===== src/rtl/keyed_stream_cipher.sv =====
// Byte-serial keyed substitution cipher (encrypt/decrypt) with a two-stage valid/ready pipeline.
// Optional out-of-alphabet counter port err_cnt is built only when KSC_ERR_CNT_EN is defined.
module keyed_stream_cipher #(
    parameter int         KEY_LEN  = 7,
    parameter logic [7:0] ALPHA_LO = 8'h20,
    parameter logic [7:0] ALPHA_HI = 8'h7E,
    localparam int        KAW      = (KEY_LEN > 1) ? $clog2(KEY_LEN) : 1
) (
    input  logic           clk,
    input  logic           rst_n,
    input  logic           key_we,
    input  logic [KAW-1:0] key_addr,
    input  logic [7:0]     key_data,
    input  logic           mode,
    input  logic           s_valid,
    output logic           s_ready,
    input  logic [7:0]     s_data,
    input  logic           s_last,
    output logic           m_valid,
    input  logic           m_ready,
    output logic [7:0]     m_data,
    output logic           m_last,
    output logic           m_err,
`ifdef KSC_ERR_CNT_EN
    output logic [15:0]    err_cnt,
`endif
    output logic           msg_active
);

    localparam logic [8:0] ALPHA_N = {1'b0, ALPHA_HI} - {1'b0, ALPHA_LO} + 9'd1;

    typedef enum logic {IDLE = 1'b0, ACTIVE = 1'b1} state_t;

    function automatic logic [7:0] enc_fn(input logic [7:0] idx, input logic [7:0] kr);
        logic [8:0] r;
        r = {1'b0, idx} + {1'b0, kr};
        if (r >= ALPHA_N) r = r - ALPHA_N;
        return r[7:0] + ALPHA_LO;
    endfunction

    function automatic logic [7:0] dec_fn(input logic [7:0] idx, input logic [7:0] kr);
        logic signed [9:0] r;
        r = $signed({2'b00, idx}) - $signed({2'b00, kr});
        if (r < 0) r = r + $signed({1'b0, ALPHA_N});
        return r[7:0] + ALPHA_LO;
    endfunction

    function automatic logic [15:0] sat_inc16(input logic [15:0] v);
        return (v == 16'hFFFF) ? v : v + 16'd1;
    endfunction

    logic [7:0]     key_q [KEY_LEN];
    logic [KAW-1:0] kp_q, kp_d;
    state_t         state_q;

    logic           vld_p1_q, mode_p1_q, last_p1_q, in_p1_q;
    logic [7:0]     data_p1_q, kr_p1_q;
    logic           vld_p2_q, last_p2_q, err_p2_q;
    logic [7:0]     data_p2_q;

    logic           ld_p1, ld_p2, s_acc, s_in;
    logic [7:0]     kr_p0, idx_p1, res_p1;
    logic [8:0]     kmod_p0;

    assign ld_p2   = !vld_p2_q || m_ready;
    assign ld_p1   = !vld_p1_q || ld_p2;
    assign s_ready = ld_p1;
    assign s_acc   = s_valid && s_ready;
    assign s_in    = (s_data >= ALPHA_LO) && (s_data <= ALPHA_HI);

    // Key byte reduced modulo the alphabet size before it enters the pipeline
    assign kmod_p0 = {1'b0, key_q[kp_q]} % ALPHA_N;
    assign kr_p0   = kmod_p0[7:0];

    always_comb begin
        kp_d = kp_q;
        if (s_acc) begin
            if (s_last)
                kp_d = '0;
            else if (s_in)
                kp_d = (kp_q == KAW'(KEY_LEN - 1)) ? '0 : kp_q + KAW'(1);
        end
    end

    always_ff @(posedge clk or negedge rst_n) begin
        if (!rst_n) begin
            for (int i = 0; i < KEY_LEN; i++) key_q[i] <= '0;
        end else if (key_we && (32'(key_addr) < KEY_LEN)) begin
            key_q[key_addr] <= key_data;
        end
    end

    always_ff @(posedge clk or negedge rst_n) begin
        if (!rst_n) begin
            kp_q    <= '0;
            state_q <= IDLE;
        end else begin
            kp_q <= kp_d;
            if (s_acc) state_q <= s_last ? IDLE : ACTIVE;
        end
    end

    assign msg_active = (state_q == ACTIVE);

    // Stage 1: capture byte, direction, framing, range flag and reduced key
    always_ff @(posedge clk or negedge rst_n) begin
        if (!rst_n)
            vld_p1_q <= 1'b0;
        else if (ld_p1)
            vld_p1_q <= s_valid;
    end

    always_ff @(posedge clk) begin
        if (s_acc) begin
            data_p1_q <= s_data;
            mode_p1_q <= mode;
            last_p1_q <= s_last;
            in_p1_q   <= s_in;
            kr_p1_q   <= kr_p0;
        end
    end

    assign idx_p1 = data_p1_q - ALPHA_LO;
    assign res_p1 = !in_p1_q  ? data_p1_q :
                    mode_p1_q ? dec_fn(idx_p1, kr_p1_q) : enc_fn(idx_p1, kr_p1_q);

    // Stage 2: output register, held while the sink stalls
    always_ff @(posedge clk or negedge rst_n) begin
        if (!rst_n) begin
            vld_p2_q  <= 1'b0;
            data_p2_q <= '0;
            last_p2_q <= 1'b0;
            err_p2_q  <= 1'b0;
        end else if (ld_p2) begin
            vld_p2_q <= vld_p1_q;
            if (vld_p1_q) begin
                data_p2_q <= res_p1;
                last_p2_q <= last_p1_q;
                err_p2_q  <= !in_p1_q;
            end
        end
    end

    assign m_valid = vld_p2_q;
    assign m_data  = data_p2_q;
    assign m_last  = last_p2_q;
    assign m_err   = err_p2_q;

`ifdef KSC_ERR_CNT_EN
    logic [15:0] err_cnt_q;

    always_ff @(posedge clk or negedge rst_n) begin
        if (!rst_n)
            err_cnt_q <= '0;
        else if (vld_p2_q && m_ready && err_p2_q)
            err_cnt_q <= sat_inc16(err_cnt_q);
    end

    assign err_cnt = err_cnt_q;
`endif

endmodule


===== config.mk =====
export PLATFORM = sky130hd
export DESIGN_NAME = keyed_stream_cipher
export DESIGN_NICKNAME = d
export VERILOG_FILES = /design/src/rtl/keyed_stream_cipher.sv
export SDC_FILE = /design/constraint.sdc
export NUM_CORES = 1
export LEC_CHECK = 0
export ABC_AREA = 1
export BUFFER_PORTS_ARGS = -buffer_cell sky130_fd_sc_hd__buf_4
export CORE_UTILIZATION = 40
export DETAILED_ROUTE_END_ITERATION = 8
export PLACE_DENSITY_LB_ADDON = 0.12
export SYNTH_ARGS = -nofsm -noshare
export SYNTH_HDL_FRONTEND = slang
export SYNTH_SLANG_ARGS = --single-unit

===== constraint.sdc =====
create_clock -name clk -period 2.5 [get_ports clk]
set_input_delay 0.25 -clock clk [delete_from_list [all_inputs] [get_ports clk]]
set_output_delay 0.25 -clock clk [all_outputs]
set_load 0.05 [all_outputs]

### After elaboration in Yosys (flattened, before gate mapping)

Cells that the tools add are included.

* bitwise operators: 2
* reduce and logical (&&, ||, !) cells: 12
* add/subtract/negate cells: 8
* muxes and demuxes: 14
* magnitude comparators: 8
* div/mod/pow operators: 1
* equal/unequal tests: 1

Operator list (count)
* $bwmux W56: 1
* $mux W8: 7
* $bmux W8 S3: 1
* $demux W8 S3: 1
* $add A8 B6 Y8 const B: 2
* $add A8 B8 Y9: 1
* $ge A9 B7 Y1 const B: 1
* $lt A9 B1 Y1 const B: 1
* $mod A8 B7 Y9 const B: 1
* $mux W3: 3
* $sub A8 B8 Y9: 1
* $add A8 B8 Y8 const B: 1
* $ge A4 B4 Y1 const B: 2
* $ge A8 B6 Y1 const B: 1
* $le A8 B7 Y1 const B: 1
* $not A3 Y4: 2
* $sub A8 B6 Y8 const B: 1
* $sub A8 B7 Y8 const B: 1
* $logic_and A1 B1 Y1: 4
* $lt A4 B1 Y1 const B: 1
* $reduce_and A2 Y1: 2
* $add A3 B1 Y3 const B: 1
* $eq A3 B3 Y1 const B: 1
* $logic_not A1 Y1: 3
* other kinds (4): 5

* bits of input ports: 26
* output and inout port bits: 13
* register bits: 91

### Logic depth before layout (Yosys ltp)

Gate-level depths: netlist of run 1.

* word-level depth: 7
* depth in mapped cells: 25
* mapped depth without buffers: 23

### Least setup slack after synthesis of run 1

OpenSTA, ideal clock, no wires.

* path kind: register to register
* start point: register data_p1_q[0]
* end point: register data_p2_q[7] (netlist: m_data[7])
* required time: 2382 ps
* stages on the path, launching flop included: 20
* path slack: -294 ps
* data arrival time: 2676 ps
* buffers on the path: 1
* cells stage by stage: edfxtp_1 -> ha_1 -> fa_1 -> nand3_1 -> nand2_1 -> xor2_1 -> nand3_1 -> nand3_1 -> nand2_1 -> nand2_1 -> buf_4 -> nand3_1 -> nand3_1 -> and2_1 -> ha_1 -> inv_1 -> nand2_1 -> nand3_1 -> nand2_1 -> nand2_1

* cells in the longest elaborated chain, start to end: 7
* elaborated cells on any way between the ends: 13
* those cells by class: add/sub (7); order compare (2); mux (4)

RTL lines
* from (decl): RTL line 57 `logic [7:0] data_p1_q, kr_p1_q;`
* from (signal assigned): RTL line 115 `data_p1_q <= s_data;`
* $sub A8 B6 Y8 *: RTL line 123 `assign idx_p1 = data_p1_q - ALPHA_LO;`
* $add A8 B8 Y9 / $sub A8 B8 Y9 (equally long branches): RTL line 36, 43
* $sub A8 B7 Y8 (tied with other cells): RTL line 37 `if (r >= ALPHA_N) r = r - ALPHA_N;`
* $mux W8, on equally long branches: RTL line 37, 44
* $add A8 B6 Y8, on equally long branches: RTL line 38, 45
* $mux W8 *: RTL line 125 `mode_p1_q ? dec_fn(idx_p1, kr_p1_q) : enc_fn(idx_p1, kr_p1_q);`
* $mux W8 *: RTL line 124 `assign res_p1 = !in_p1_q ? data_p1_q :`
* to (signal assigned): RTL line 137 `data_p2_q <= res_p1;`
* to (decl): RTL line 59 `logic [7:0] data_p2_q;`

Mark *: on every way between the ends. The rest lies on a longest branch, timed or not.
A chain may end at the register's enable or synchronous reset.

### Worst setup path in the final report of run 1

* start point: register data_p1_q[0]
* end point: register data_p2_q[6] (netlist: m_data[6])

Same word-level chain as after synthesis.

==> key figures, run 1 <==
Timing
  – Fin. Hold Viols: 0
  – Rel. slew slack: 0.393
  – Final worst path period need: 2760 ps
  – Setup Skew: around 7.6 ps
  – Fmax achieved: 363 MHz
  – RSZ-0062 raised after global routing: yes
  – Worst setup margin: -256 ps
  – Fin Setup TNS: -1710 ps
  – Slew Viols, Final: 0
  – Final setup viols: 15
  – Worst-Margin Slew: between 900 and 1000 ps
  – Final Cycle Share: 1.10

Worst setup path
  – Worst EP required: roughly 2800 ps
  – Crit Path Category: reg -> reg
  – Top fanout value on the critical path: 4
  – Worst EP arrival: 3020 ps
  – Crit end category: register
  – Worst setup SP type: register

Synthesis
  – Post-synth cell types: 39
  – Register area share after synthesis: 0.405
  – FFs w/ async S/R, synth: 0.791
  – Count of flip-flops with a built-in enable after synthesis: 19
  – Mapped Area: between 0.005 and 0.006 mm^2
  – Synth Net Count: 841
  – Area contributors post-synth: dfrtp_1 (31%), nand2_1 (18%), edfxtp_1 (9.7%)
  – Cell taking the most area after synthesis: dfrtp_1
  – Synth Register Bits: 91
  – Share of the synthesized area in the top cell type: 0.307
  – Post-synthesis cell count: 791
  – Dominant synthesized flop cell: dfrtp_1
  – Synth warn: 0
  – Post-Syn Area per Cell: 7.41 um^2

Routing
  – Final routed DRC violation total: 0
  – Iter 0 DRT Violations: 372
  – ANT nets after route: 0
  – Via count: 5537
  – Vias per inst: 4.91
  – Initial DRT Pass Iterations: 5
  – DR WL/cell: 14.1 um
  – Final WL: roughly 16000 um

Hold path
  – Worst Hold Class: in -> async

Finish
  – Nets: 993
  – FF+latch area: 0.00237 mm^2
  – Most common cell after layout, fill and taps aside: nand2_1
  – Leading cell types in the layout, fill and taps excluded: nand2_1 (237), buf_4 (140), inv_1 (96), dfrtp_1 (70), o21ai_0 (67)
  – Fin area: 0.00810 mm^2
  – Multi-input gate area: around 0.0035 mm^2
  – # fillers: 1287
  – Util after Layout: 0.575
  – Ant. Diodes: 0
  – Area grow syn2layout: 38.2%
  – Fraction of layout cells with a size suffix above 1: 0.342

GRT
  – First-pass GRT wire length: 25900 um
  – Antenna violations before repair: 0
  – Vias in the first global route: 5330
  – Pin count of the biggest net entering global routing: 73
  – GRT overflow: 0
  – Global Route Usage Sum: 0.224

CTS
  – CTS buffer count: 9
  – Clk buf depth: 2
  – Clk slew on worst S/H paths: 60 ps
  – CTS Root Cell: clkbuf_16
  – H-tree depth: 3
  – Hold buffer count at cts: 0
  – Clock Sinks: 91
  – CTS tree: built
  – Clk Latency, worst-skew pair: 340 ps

Die
  – Die area: 0.0151 mm^2
  – Num rows: 43
  – Die Height: 123 um
  – Top Ports: 39
  – Core ar.: 0.0141 mm^2
  – Die Width: about 120 um
  – Initial core utilization: 0.416

Placement
  – Final HPWL DP: 11500 um
  – Placed cell area: just over 0.007 mm^2
  – GPL Wtd Cong: 0.846
  – Buffers on Ports: 38

Power
  – Maximum vdd drop: 0.000642 V
  – Leak: 4.14 nW
  – Pwr Density: 1560 mW/mm^2

Status
  – Failing checks: setup timing
  – Status: finished with violations

Run
  – Max Cap Viol: 0
-- critical path, stage by stage, from the launching register on --
cell	delay (ps)
edfxtp_1	410
ha_2	210
fa_2	420
nand3_2	120
nand2_4	80
a21oi_4	180
o21ai_2	70
nor2_2	180
nand2_4	100
buf_6	120
nand3_2	50
nand3_2	80
and2_4	190
ha_4	250
nand2_2	40
a31oi_1	170
-- state kept, by name (all words and copies together) (netlist names) --
signal / count
key_q: 56
data_p1_q: 8
kr_p1_q: 8
m_data: 8
kp_q: 3
in_p1_q: 1
last_p1_q: 1
m_err: 1
m_last: 1
m_valid: 1
mode_p1_q: 1
msg_active: 1
vld_p1_q: 1
-- metrics by stage --
stage | worst slack, ps | cells | power, W | hold WS (ps)
2_1_floorplan | -143 | 791 | 0.00689 | -45.6
3_3_place_gp | -304 | 1084 | 0.00924 | 429
3_5_place_dp | -371 | 1084 | 0.00943 | 430
4_1_cts | -235 | 1120 | 0.0119 | 70.2
5_1_grt | -436 | 1128 | 0.0137 | 74.1
6_report | -256 | 1128 | 0.0126 | 47.4
-- path summary, 6_finish.rpt --
kind,start,end,slack (ps),cells past startpoint
min in group clk,mode,mode_p1_q,90,1
worst min-delay path,rst_n,key_q[35],50,1
worst max register to register,data_p1_q[0],m_data[6],-260,15
worst max-delay path,data_p1_q[0],m_data[6],-260,15
worst min register to register,last_p1_q,m_last,440,2
max in group asynchronous,rst_n,kp_q[1],1820,1
-- cell type report --
class	instances	area share
clock buffers	15	0.0344
clock inverters	1	0.000772
multi-input cells	567	0.428
flip-flops and latches	91	0.293
well taps	180	0.0278
inverters	114	0.0547
repair buffers	160	0.161
-- Yosys cell counts (4+ instances only) --
| cell type | number |
|---|---|
| nand2_2 | 9 |
| a21oi_1 | 16 |
| o21ai_0 | 72 |
| xor2_1 | 14 |
| nand4_1 | 15 |
| inv_1 | 108 |
| inv_2 | 4 |
| nand2_1 | 281 |
| dfrtp_1 | 72 |
| clkbuf_1 | 11 |
| ha_1 | 22 |
| nand2_4 | 9 |
| edfxtp_1 | 19 |
| nor2_4 | 5 |
| nor2_1 | 32 |
| nand3_1 | 56 |
| buf_6 | 4 |
-- per-layer routing --
metal / global-route usage / share of wire / vias up
met2: 0.374 / 0.47 / 112
met5: 0 / 0 / -
li1: - / - / 2806
met1: 0.302 / 0.47 / 2603
met4: 0.0587 / 0.013 / 0
met3: 0.0351 / 0.045 / 16
-- timing repair --
action / in CTS / in global routing
setup endpoints to repair: 16 / 16
cloned: 3 / 0
pin swaps: 50 / 57
gates resized for setup: 68 / 63
buffers inserted: 19 / 8
-- power by group --
part	internal, W	leakage [nW]	switching (W)
registers	0.00195	1.08	0.000260
logic	0.00414	2.92	0.00497
clock network	0.000765	0.140	0.000562
-- cells by family (layout without fill, tap and decap cells) --
family / after synthesis / count (layout) / synth area share
simple gates: 424 / 426 / 0.330
buf+inv: 135 / 290 / 0.0954
compound gates: 103 / 103 / 0.0950
flops: 91 / 91 / 0.405
fa+ha+maj: 24 / 24 / 0.0538
xor+xnor: 14 / 14 / 0.0209
Note: power is estimated with default switching activity, not from simulation.
==> run 2: changes to the inputs <==
CAP_MARGIN = 5   (was default)
clock period = 2.4 ns   (was 2.5 ns; I/O delays follow)
==> run 2 against run 1 <==
Effect of this change:
- the run still ends with setup timing left
- sequential share of layout area grew 0.29 points
- clock power shrank 4%
- clock-buffer cell count shrank 4
- non-clock buffer count grew 8
- via count grew 0.99%
- sequential power grew 4%
- setup slack lost 140 ps
- cell count grew 0.71%
- hold slack lost 22 ps
- critical path type unchanged
==> key figures, run 2 (same netlist as run 1, synthesis figures left out) <==
Finish
  – Util after Layout: 0.569 (-0.00586)
  – Max reg flops: 56 (unchanged)
  – # fillers: 1317 (+2.3%)
  – Leading cell types in the layout, fill and taps excluded: nand2_1 (261), buf_4 (156), inv_1 (97), dfrtp_1 (71), o21ai_0 (70)
  – Most common cell after layout, fill and taps aside: nand2_1
  – Ant. Diodes: 0 (unchanged)
  – Multi-input gate area: 0.00339 mm^2 (-2.3%)
  – Area grow syn2layout: 36.8%
  – FF+latch area: 0.00237 mm^2 (about the same)
  – Fraction of layout cells with a size suffix above 1: 0.315 (-0.0269)
  – Nets: 1002 (+0.91%)
  – Largest reg by FF count: key_q

Die
  – Num rows: 43 (unchanged)
  – Core ar.: 0.0141 mm^2 (unchanged)
  – Die Height: 123 um (unchanged)
  – Top Ports: 39 (unchanged)
  – Die Width: 123 um (unchanged)
  – Die area: 0.0151 mm^2 (unchanged)
  – Initial core utilization: 0.416 (unchanged)

Status
  – Failing checks: setup timing
  – Status: finished with violations

Timing
  – Worst-Margin Slew: 926 ps (+15.5 ps)
  – Fmax achieved: 357 MHz (-1.5%)
  – Fin. Hold Viols: 0 (unchanged)
  – Final Cycle Share: 1.17 (+0.0634)
  – Hold slack final: 25.8 ps (-21.7 ps)
  – Rel. slew slack: 0.382 (-0.0103)
  – Slew Viols, Final: 0 (unchanged)
  – Worst setup margin: -398 ps (-142 ps)
  – Setup Skew: 7.25 ps (-0.328 ps)
  – Final setup viols: 16 (+1)
  – Fin Setup TNS: -2990 ps (-1290 ps)
  – Final worst path period need: 2800 ps (+41.9 ps)
  – RSZ-0062 raised after global routing: yes

Worst setup path
  – Crit end category: register
  – Worst reg2reg path depth: 16 (+1)
  – CP Cell Sequence: buf_4, fa_2, ha_4, inv_4, nor2_4, nand3_2, nand3_2, nand2_2, nand2_4, nand2_2, nand2_2, nand3_2, and2_4, ha_4, nand2_2, a31oi_1
  – Slowest CP cell: fa_2
  – Worst EP arrival: 3070 ps (+50 ps)
  – Worst setup SP type: register
  – R2r startpoint: kr_p1_q[1]
  – Buf+Inv Stages, Crit Path: 2 (+1)
  – Most used cell, CP: nand2_2
  – Crit Path Category: reg -> reg
  – Setup slack, reg-to-reg: -400 ps (-140 ps)
  – Top fanout value on the critical path: 5 (+1)
  – RR Endpoint: m_data[6]
  – Worst EP required: 2670 ps (-100 ps)
  – Critical path's top delay family: adder cells
  – Max stage delay on crit path: 610 ps (+190 ps)

CTS
  – CTS Root Cell: clkbuf_16
  – CTS tree: built
  – H-tree depth: 3 (unchanged)
  – Clk buf depth: 2 (unchanged)
  – Clk Latency, worst-skew pair: 350 ps (about the same)
  – Clock Sinks: 91 (unchanged)
  – Hold buffer count at cts: 0 (unchanged)
  – CTS buffer count: 9 (unchanged)
  – Clk slew on worst S/H paths: 70 ps (about the same)

Power
  – Maximum vdd drop: 0.000597 V (-7.1%)
  – Pint: 0.00685 W (about the same)
  – Pwr Density: 1580 mW/mm^2 (+1.3%)
  – Net switching power: 0.00582 W (+0.65%)
  – Sw Ratio: 0.459 (+0.00167)
  – Clock Power Share: 0.101 (-0.004)
  – Leak: 4.12 nW (-0.55%)
  – Flop pwr share: 0.180 (+0.005)
  – Tot Pwr: 0.0127 W (+0.29%)
  – Combinational Power Share: 0.718 (-0.002)

GRT
  – Vias in the first global route: 5386 (+1.1%)
  – Global Route Usage Sum: 0.224 (+0.000289)
  – GRT overflow: 0 (unchanged)
  – Pin count of the biggest net entering global routing: 73 (unchanged)
  – First-pass GRT wire length: 25700 um (-0.74%)
  – Antenna violations before repair: 0 (unchanged)

Placement
  – GPL Wtd Cong: 0.826 (-2.3%)
  – Buffers on Ports: 38 (unchanged)
  – Final HPWL DP: 11400 um (-0.83%)

Routing
  – DR WL/cell: 13.9 um (-1.3%)
  – Via count: 5592 (+0.99%)
  – Vias per inst: 4.92 (+0.28%)
  – Final WL: 15800 um (-0.58%)
  – ANT nets after route: 0 (unchanged)
  – Final routed DRC violation total: 0 (unchanged)
  – Initial DRT Pass Iterations: 5 (unchanged)
  – Iter 0 DRT Violations: 297 (-20%)

Hold path
  – Worst Hold Class: in -> async

Run
  – Max Cap Viol: 0 (unchanged)
run 2: changes by cell type in the layout (fill, tap and decap cells not counted), sizes merged:
cell      before  now
clkbuf        15   11
buf          160  168
nor2          42   43
clkinvlp       0    2
clkinv         1    3
inv          114  113
run 2: cell type report:
cell class                      instances  area share
Multi-Input combinational cell        568       0.423
Timing Repair Buffer                  168       0.165
Sequential cell                        91       0.296
Inverter                              114      0.0557
Tap cell                              180      0.0281
Clock buffer                           11      0.0290
Clock inverter                          4     0.00343
run 2: layer usage:
metal / up-vias / GRT usage / wire, um
li1: 2821 / - / -
met2: 121 / 0.390 / 7650
met4: 0 / 0.0550 / 141
met5: - / 0 / 0
met3: 8 / 0.0457 / 700
met1: 2642 / 0.283 / 7280
run 2: power groups by stage:
stage | clock (W) | sequential [W] | combinational [W]
finish | 0.00128 | 0.00229 | 0.00911
global route | 0.00139 | 0.00233 | 0.00998
CTS | 0.00131 | 0.00229 | 0.00850
detailed placement | 0 | 0.00230 | 0.00764
global placement | 0 | 0.00229 | 0.00752
floorplan | 0 | 0.00251 | 0.00470
run 2: metrics by stage:
step	cells	area (um^2)	setup slack, ps
after global placement	1092	7210	-409
after global routing	1136	8020	-572
final	1136	8020	-398
after floorplan	791	6020	-243
after CTS	1129	7800	-385
after detailed placement	1092	7210	-478
run 2: timing repair:
| item | 4_1_cts | 5_1_grt |
|---|---|---|
| resized for setup | 43 | 37 |
| endpoints found under the setup margin | 16 | 16 |
| cloned | 3 | 0 |
| buffers inserted | 22 | 7 |
| pin swaps | 44 | 45 |
run 2: how the worst max path moves through the flow:
stage	start	to	slack, ps	cells past startpoint
final	kr_p1_q[1]	m_data[6]	-400	16
after global routing	data_p1_q[1]	m_data[6]	-570	17
after CTS	data_p1_q[0]	m_data[6]	-390	16
after detailed placement	kr_p1_q[0]	m_data[6]	-480	16
after global placement	kr_p1_q[0]	m_data[7]	-410	18
after floorplan	kr_p1_q[0]	m_data[6]	-240	16
